## src/rtl/flashrom_pkg.sv

```systemverilog
// Shared definitions for the FlashROM read-port initiator: array geometry, FSM states
// and the byte-count clamp applied to incoming transfer requests.
package flashrom_pkg;

    localparam int FROM_AW    = 7;
    localparam int FROM_DW    = 8;
    localparam int FROM_DEPTH = 128;

    typedef enum logic [1:0] {
        IDLE    = 2'd0,
        FETCH   = 2'd1,
        PRESENT = 2'd2,
        FINISH  = 2'd3
    } state_e;

    // Requests longer than the whole array are treated as a full-array read.
    function automatic logic [7:0] clamp_len(input logic [7:0] len);
        logic [7:0] res;
        if (len > 8'(FROM_DEPTH)) begin
            res = 8'(FROM_DEPTH);
        end else begin
            res = len;
        end
        return res;
    endfunction

endpackage

```

## src/rtl/flashrom_reader.sv

```systemverilog
// FlashROM read initiator: walks a byte range, packs byte pairs little-endian into 16-bit
// words on a valid/ready stream. Define FLASHROM_READER_CHECKSUM_EN to add CHECKSUM.
module flashrom_reader
    import flashrom_pkg::*;
#(
    parameter int READ_LATENCY = 2
) (
    input  logic               CLK,
    input  logic               RST_N,
    input  logic               START,
    input  logic [FROM_AW-1:0] START_ADDR,
    input  logic [7:0]         LEN,
    output logic               BUSY,
    output logic               DONE,
    output logic [15:0]        DATA,
    output logic               VALID,
    input  logic               READY,
    output logic [FROM_AW-1:0] FROM_ADDR,
    input  logic [FROM_DW-1:0] FROM_DOUT
`ifdef FLASHROM_READER_CHECKSUM_EN
    ,
    output logic [7:0]         CHECKSUM
`endif
);

    localparam logic [2:0] RL_W = 3'(READ_LATENCY);

    state_e             state_q, state_d;
    logic [FROM_AW-1:0] addr_q, addr_d;
    logic [7:0]         rem_q, rem_d;
    logic [2:0]         wait_q, wait_d;
    logic               hi_q, hi_d;
    logic [15:0]        data_q, data_d;
    logic               valid_q, valid_d;
    logic               busy_q, busy_d;
    logic               done_q, done_d;
    logic               accept_s;
    logic               capture_s;
    logic [7:0]         len_s;

    assign len_s     = clamp_len(LEN);
    // BUSY stays high through the DONE cycle, so it alone gates new requests.
    assign accept_s  = (state_q == IDLE) && START && !busy_q;
    assign capture_s = (state_q == FETCH) && (wait_q == 3'd0);

    // Next-state and datapath updates for the transfer FSM.
    always_comb begin
        state_d = state_q;
        addr_d  = addr_q;
        rem_d   = rem_q;
        wait_d  = wait_q;
        hi_d    = hi_q;
        data_d  = data_q;
        done_d  = 1'b0;
        case (state_q)
            IDLE: begin
                if (accept_s) begin
                    addr_d = START_ADDR;
                    rem_d  = len_s;
                    wait_d = RL_W;
                    hi_d   = 1'b0;
                    data_d = 16'h0000;
                    if (len_s == 8'd0) begin
                        state_d = FINISH;
                    end else begin
                        state_d = FETCH;
                    end
                end else begin
                    state_d = IDLE;
                end
            end
            FETCH: begin
                if (capture_s) begin
                    rem_d  = rem_q - 8'd1;
                    wait_d = RL_W;
                    if (hi_q) begin
                        data_d = {FROM_DOUT, data_q[7:0]};
                    end else begin
                        data_d = {8'h00, FROM_DOUT};
                    end
                    // The last byte's address is kept on the pins after the transfer.
                    if (rem_q > 8'd1) begin
                        addr_d = addr_q + 7'd1;
                    end else begin
                        addr_d = addr_q;
                    end
                    if (hi_q || (rem_q == 8'd1)) begin
                        hi_d    = 1'b0;
                        state_d = PRESENT;
                    end else begin
                        hi_d    = 1'b1;
                        state_d = FETCH;
                    end
                end else begin
                    wait_d = wait_q - 3'd1;
                end
            end
            PRESENT: begin
                if (valid_q && READY) begin
                    wait_d = RL_W;
                    if (rem_q != 8'd0) begin
                        state_d = FETCH;
                    end else begin
                        state_d = FINISH;
                    end
                end else begin
                    state_d = PRESENT;
                end
            end
            FINISH: begin
                done_d  = 1'b1;
                state_d = IDLE;
            end
            default: begin
                state_d = IDLE;
            end
        endcase
        valid_d = (state_d == PRESENT);
        busy_d  = (state_d != IDLE) || done_d;
    end

    // State and output registers.
    always_ff @(posedge CLK or negedge RST_N) begin
        if (!RST_N) begin
            state_q <= IDLE;
            addr_q  <= '0;
            rem_q   <= 8'd0;
            wait_q  <= 3'd0;
            hi_q    <= 1'b0;
            data_q  <= 16'h0000;
            valid_q <= 1'b0;
            busy_q  <= 1'b0;
            done_q  <= 1'b0;
        end else begin
            state_q <= state_d;
            addr_q  <= addr_d;
            rem_q   <= rem_d;
            wait_q  <= wait_d;
            hi_q    <= hi_d;
            data_q  <= data_d;
            valid_q <= valid_d;
            busy_q  <= busy_d;
            done_q  <= done_d;
        end
    end

    assign BUSY      = busy_q;
    assign DONE      = done_q;
    assign DATA      = data_q;
    assign VALID     = valid_q;
    assign FROM_ADDR = addr_q;

`ifdef FLASHROM_READER_CHECKSUM_EN
    logic [7:0] cksum_q, cksum_d;

    // Running modulo-256 sum of the bytes actually read; the pad byte never enters it.
    always_comb begin
        cksum_d = cksum_q;
        if (accept_s) begin
            cksum_d = 8'h00;
        end else if (capture_s) begin
            cksum_d = cksum_q + FROM_DOUT;
        end else begin
            cksum_d = cksum_q;
        end
    end

    // Checksum register.
    always_ff @(posedge CLK or negedge RST_N) begin
        if (!RST_N) begin
            cksum_q <= 8'h00;
        end else begin
            cksum_q <= cksum_d;
        end
    end

    assign CHECKSUM = cksum_q;
`endif

endmodule

```

## config.mk

```make
export PLATFORM = sky130hd
export DESIGN_NAME = flashrom_reader
export DESIGN_NICKNAME = d
export VERILOG_FILES = /design/src/rtl/flashrom_pkg.sv /design/src/rtl/flashrom_reader.sv
export SDC_FILE = /design/constraint.sdc
export NUM_CORES = 1
export LEC_CHECK = 0
export CORE_UTILIZATION = 49
export DETAILED_ROUTE_END_ITERATION = 10
export HOLD_SLACK_MARGIN = 0.08
export MAX_ROUTING_LAYER = met4
export PLACE_DENSITY = 0.8
export SYNTH_ARGS = -nofsm -noshare
export SYNTH_HDL_FRONTEND = slang
export SYNTH_SLANG_ARGS = --single-unit
```

## constraint.sdc

```tcl
create_clock -name CLK -period 2.25 [get_ports CLK]
set_clock_uncertainty 0.15 [all_clocks]
set_input_delay 0.45 -clock CLK [delete_from_list [all_inputs] [get_ports CLK]]
set_output_delay 0.45 -clock CLK [all_outputs]
set_load 0.01 [all_outputs]
```

== Word level (Yosys, flattened, before mapping) ==
Index checks and enable logic that the tools add are counted.

* Register bits after elaboration: 40
* Input bits: 27
* Output and inout bits: 26
* Logic and storage cells: 71

* $add $sub $neg: 3
* Order comparisons: 2
* Equality and inequality tests: 10
* Multiplexer cells: 28
* Reduce and logical (&&, ||, !) cells: 18

{| class="wikitable"
|+ Operators with widths
! kind !! count
|-
| 16-bit two-way mux || 3
|-
| 16-bit case mux with 2 select lines || 1
|-
| 8-bit two-way mux || 3
|-
| 7-bit two-way mux || 3
|-
| 8-bit case mux with 2 select lines || 1
|-
| 7-bit case mux with 2 select lines || 1
|-
| 2-bit two-way mux || 6
|-
| 3-bit two-way mux || 3
|-
| 3-bit case mux with 3 select lines || 1
|-
| 8-bit by 1-bit equality test with 1-bit output, second input constant || 1
|-
| 8-bit by 1-bit greater-than comparator with 1-bit output, second input constant || 1
|-
| 8-bit greater-than comparator, second input constant || 1
|-
| 8-bit logical NOT || 1
|-
| 2-bit != test, second input constant || 4
|-
| 2-bit case mux with 4 select lines || 1
|-
| 4-bit AND reduction || 2
|-
| 8-bit nonzero test || 1
|-
| 8-bit by 1-bit subtractor with 8-bit output, second input constant || 1
|-
| 7-bit by 1-bit adder with 7-bit output, second input constant || 1
|-
| 2-bit equality test, second input constant || 3
|-
| 3-bit AND reduction || 2
|-
| 1-bit logical AND || 4
|-
| 1-bit two-way mux || 4
|-
| 2-bit nonzero test || 2
|-
| other kinds (9) || 10
|}

== Depth between registers and ports, before layout ==
* Depth after elaboration: 8
* Mapped depth: 7
* Depth with buffers taken out: 6

== Least setup slack after synthesis ==
No wires, ideal clock.

* Path type: register to register
* Start: register rem_q[0]
* End: register addr_q[6], in the netlist FROM_ADDR[6]
* Setup time: 0.121 ns
* Arrival: 1.616 ns
* Required time: 1.979 ns
* Setup slack: 0.363 ns
* Stages on the path, launching flop included: 8
* Buffers on the path: 1
* Period minus slack after synthesis: 1.887 ns
* Cell sequence: dfrtp_1 > inv_1 > ha_1 > nor3b_2 > o211ai_4 > and2_1 > buf_6 > a22o_1

* Word-level cells in the longest chain between the ends: 3

{| class="wikitable"
|+ RTL lines
! what !! line !! source
|-
| from (decl) || flashrom_reader.sv:30 || <nowiki>logic [7:0] rem_q, rem_d;</nowiki>
|-
| from (signal assigned) || flashrom_reader.sv:137 || <nowiki>rem_q <= rem_d;</nowiki>
|-
| 8-bit by 1-bit greater-than comparator with 1-bit output || flashrom_reader.sv:82 || <nowiki>if (rem_q > 8'd1) begin</nowiki>
|-
| 2-bit by 1-bit != test with 1-bit output (no source line) || - ||
|-
| 4-bit AND reduction (no source line) || - ||
|-
| to (signal assigned) || flashrom_reader.sv:136 || <nowiki>addr_q <= addr_d;</nowiki>
|-
| to (decl) || flashrom_reader.sv:29 || <nowiki>logic [FROM_AW-1:0] addr_q, addr_d;</nowiki>
|}

Every way passes these cells.
A chain may end at the register's enable or synchronous reset.

== Worst setup path in the final report ==
* Start: input port START
* End: register addr_q[1], in the netlist FROM_ADDR[1]

* Word-level cells in the longest chain between the ends: 4

{| class="wikitable"
|+ RTL lines
! what !! line !! source
|-
| from (decl) || flashrom_reader.sv:10 || <nowiki>input logic START,</nowiki>
|-
| 1-bit logical AND (2 in series) || flashrom_reader.sv:43 || <nowiki>assign accept_s = (state_q == IDLE) && START && !busy_q;</nowiki>
|-
| 2-bit != test (no source line) || - ||
|-
| 4-bit AND reduction (no source line) || - ||
|}

Every way passes these cells.

==> metrics.yaml <==
dieArea_um2: 4529
ys_types: 45
post-route-period-util_pct: 93.78
crit_path_start_kind: "input port"
synth_top_area_cell: "dfrtp_1"
tns_ns: 0
outcome: "finished, final reports clean"
cts_max_level: 2
max_freq_mhz: 473.9
final_max_slew_viol_count: 0
pwr-share-seq_pct: 33.1
ant_nets: 0
critPathLaunch: "START"
globalplace.congestion: 0.8084
ir_drop_mv: 0.6982
drc: 0
drt_iter0_drc: 186
hold_path.startpoint: "DATA[10]"
portBuffers: 52
layout-drive-gt1-share_pct: 11.79
yosys.area_share.adder_pct: 2.994
cp.arrival_ns: 2.13
combPwrFrac_pct: 54.4
design_area_um2: 2836
antennaDiodeCount: 0
ys_seq_elements: 40
synth_nets: 249
critPathCaptureType: "flop"
synthToLayoutAreaGrowth_pct: 35.75
dominantRegCellSynth: "dfrtp_1"
synthSimpleGateAreaFrac_pct: 21.14
cp.required_ns: 2.27
detail_route.wl_per_cell_um: 15.02
synthTopCellsByArea: "dfrtp_1 (48%), nand2_1 (5.6%), a22o_1 (4.2%), a21oi_1 (4.1%), o21ai_0 (3.1%)"
hpwl_um: 3641
synth-edff-count: 0
fin_ws_ns: 0.1399
yosysSeqAreaShare_pct: 47.90
die_w_um: 67.30
synth_top_area_share_pct: 47.90
min_path_type: "flop to flop"
p_int_uw: 2386
r2r-end: "FROM_ADDR[6]"
std_cell_rows: 23
crit_path_end: "FROM_ADDR[1]"
pwr_density_cell_nw_per_um2: 1426
syn_inst: 217
ff2ff_path_depth: 6
vias: 1881
max_slew_margin_pct: 61.24
finalNetCount: 311
grt.total_usage_pct: 23.94
hold_viol_final: 0
power_uw: 4046
fillers: 321
synthMuxAreaShare_pct: 0.4790
cts_buffer_depth: 2
synth_xor_area_share_pct: 0
dieHeight_um: 67.30
setup_viol: 0
grt_max_degree: 22
clk_pin_slew_ns: 0.08
wl_um: 4958
grt_pass1_wl_um: 7721
overflow: 0
first_pass_iters: 4
cap_violations: 0
reg2reg_slack_ns: 0.22
cts_buffers: 5
ioPinCount: 53
rsz0062_at_grt: "false"
worst-path-max-fanout: 11
start_util_pct: 51.50
syn_avg_cell_area_um2: 9.629
p_switching_uw: 1660
synth_top_family_by_area: "compound AO/OA/AOI/OAI gates"
fin_crit_ns: 2.110
switching_share_pct: 41.03
static-leakage-power_uw: 0.001240
first_global_vias: 1753
critPathKind: "input port to flop"
worst_pin_slew_ns: 0.5814
path_buf_inv: 2
crit_slowest_cell: "clkdlybuf4s50_1"
core_um2: 4058
postPlaceCellArea_um2: 2729
clkPwrFrac_pct: 12.5
clock-sinks: 40
r2r_start: "rem_q[1]"
cp_top_family: "buffers and inverters"
clk-insertion-delay-late_ns: 0.30
antenna_found_initial: 0
utilization_pct: 69.90
viasPerCell: 5.700
cts_resized: 0
synth_compound_area_share_pct: 22.40
dpl_worst_slack_ns: -0.1626
cts_root_buffer: "clkbuf_8"
async_reset_ff_share_pct: 100.0
cts_tree: "yes"
cp_cell_sequence: "clkdlybuf4s50_1, or3b_4, a21oi_2, buf_4, and2_1, a31oi_1"
yosys_warnings: 0
slowest_delay_ns: 0.47
synthesis.area_um2: 2090
path_depth: 6
## what timing repair did
item                                   4_1_cts  5_1_grt
setup buffers                                0        0
endpoints found under the hold margin       20        0
hold buffers                                 1        0
## tightest hold or removal path: cells and delay by family, from the launching register on
| family | cells | cell delay (ns) |
|---|---|---|
| DFF | 1 | 0.36 |
| and+or+nand+nor | 2 | 0.09 |
## worst min path at each step
stage / endpoint / cells past startpoint / slack, ns
3_5_place_dp: VALID / 1 / 0.29
5_1_grt: DATA[8] / 2 / 0.35
3_3_place_gp: VALID / 1 / 0.29
2_1_floorplan: BUSY / 0 / 0.004
6_report: DATA[10] / 2 / 0.33
4_1_cts: DATA[13] / 2 / 0.33
## placed cells by master (no fill, tap or decap), types with 5 or more instances in the layout
master	count
nand3_1	12
ha_1	5
inv_1	8
a21oi_1	17
nand2_1	31
a31oi_1	7
clkdlybuf4s50_1	51
nand2b_1	6
a22o_1	10
clkbuf_8	6
buf_4	13
nor2_1	10
o21ai_0	13
dfrtp_1	40
## state kept, by name (all words and copies together), names as in the netlist
| signal | flops |
|---|---|
| BUSY | 1 |
| DATA | 16 |
| DONE | 1 |
| FROM_ADDR | 7 |
| VALID | 1 |
| hi_q | 1 |
| rem_q | 8 |
| state_q | 2 |
| wait_q | 3 |
## power by group through the flow
stage | combinational [µW] | sequential [µW] | clock (µW)
6_report | 2200 | 1340 | 506
2_1_floorplan | 1260 | 1380 | 0
3_3_place_gp | 2130 | 1340 | 0
3_5_place_dp | 2180 | 1350 | 0
5_1_grt | 2420 | 1380 | 549
4_1_cts | 2200 | 1340 | 519
## synthesized netlist by cell type, types with 2 or more instances
cell and n:
a21o_1 3, o21ai_0 13, and2_1 3, a32oi_1 2, inv_1 8, nand3_1 12, nor2_1 10, nor4_1 3
a31oi_1 7, nor2b_1 3, nand3b_1 2, o22ai_1 3, buf_2 7, buf_6 2, nor3_1 2, dfrtp_1 40
nand2b_1 6, and3_1 2, a22o_1 10, nand2_1 31, nor3b_2 2, a21oi_1 17, ha_1 5, clkbuf_1 3
## area by class of cell
cell class	count	area [µm²]	area share, %
well taps	50	62.56	2.206
clock inverters	2	15.01	0.5293
inverters	8	30.03	1.059
flip-flops and latches	40	1001	35.29
multi-input cells	156	982.2	34.63
clock buffers	6	82.58	2.911
repair buffers	68	663.1	23.38
## layer usage
layer  wire length (µm)  track usage (%)  share of wire [%]  vias up
met5                  0                -                  0        -
met2               2332            37.50                 47       49
li1                   -                -                  -      912
met1               2303            30.00                 46      914
met4                 61            8.245                1.2        0
met3                261            6.081                5.3        6
## kinds of logic after synthesis
group                      after synthesis
muxes                                    1
AOI/OAI and AO/OA                       68
buffers and inverters                   21
and+or+nand+nor                         82
DFF                                     40
adders and majority gates                5
## stage by stage
step | hold WS [ns] | instances
6_report | 0.3261 | 330
5_1_grt | 0.3528 | 330
4_1_cts | 0.3290 | 330
3_5_place_dp | 0.2920 | 321
3_3_place_gp | 0.2902 | 321
2_1_floorplan | 0.004409 | 217
(Power assumes the default switching activity.)
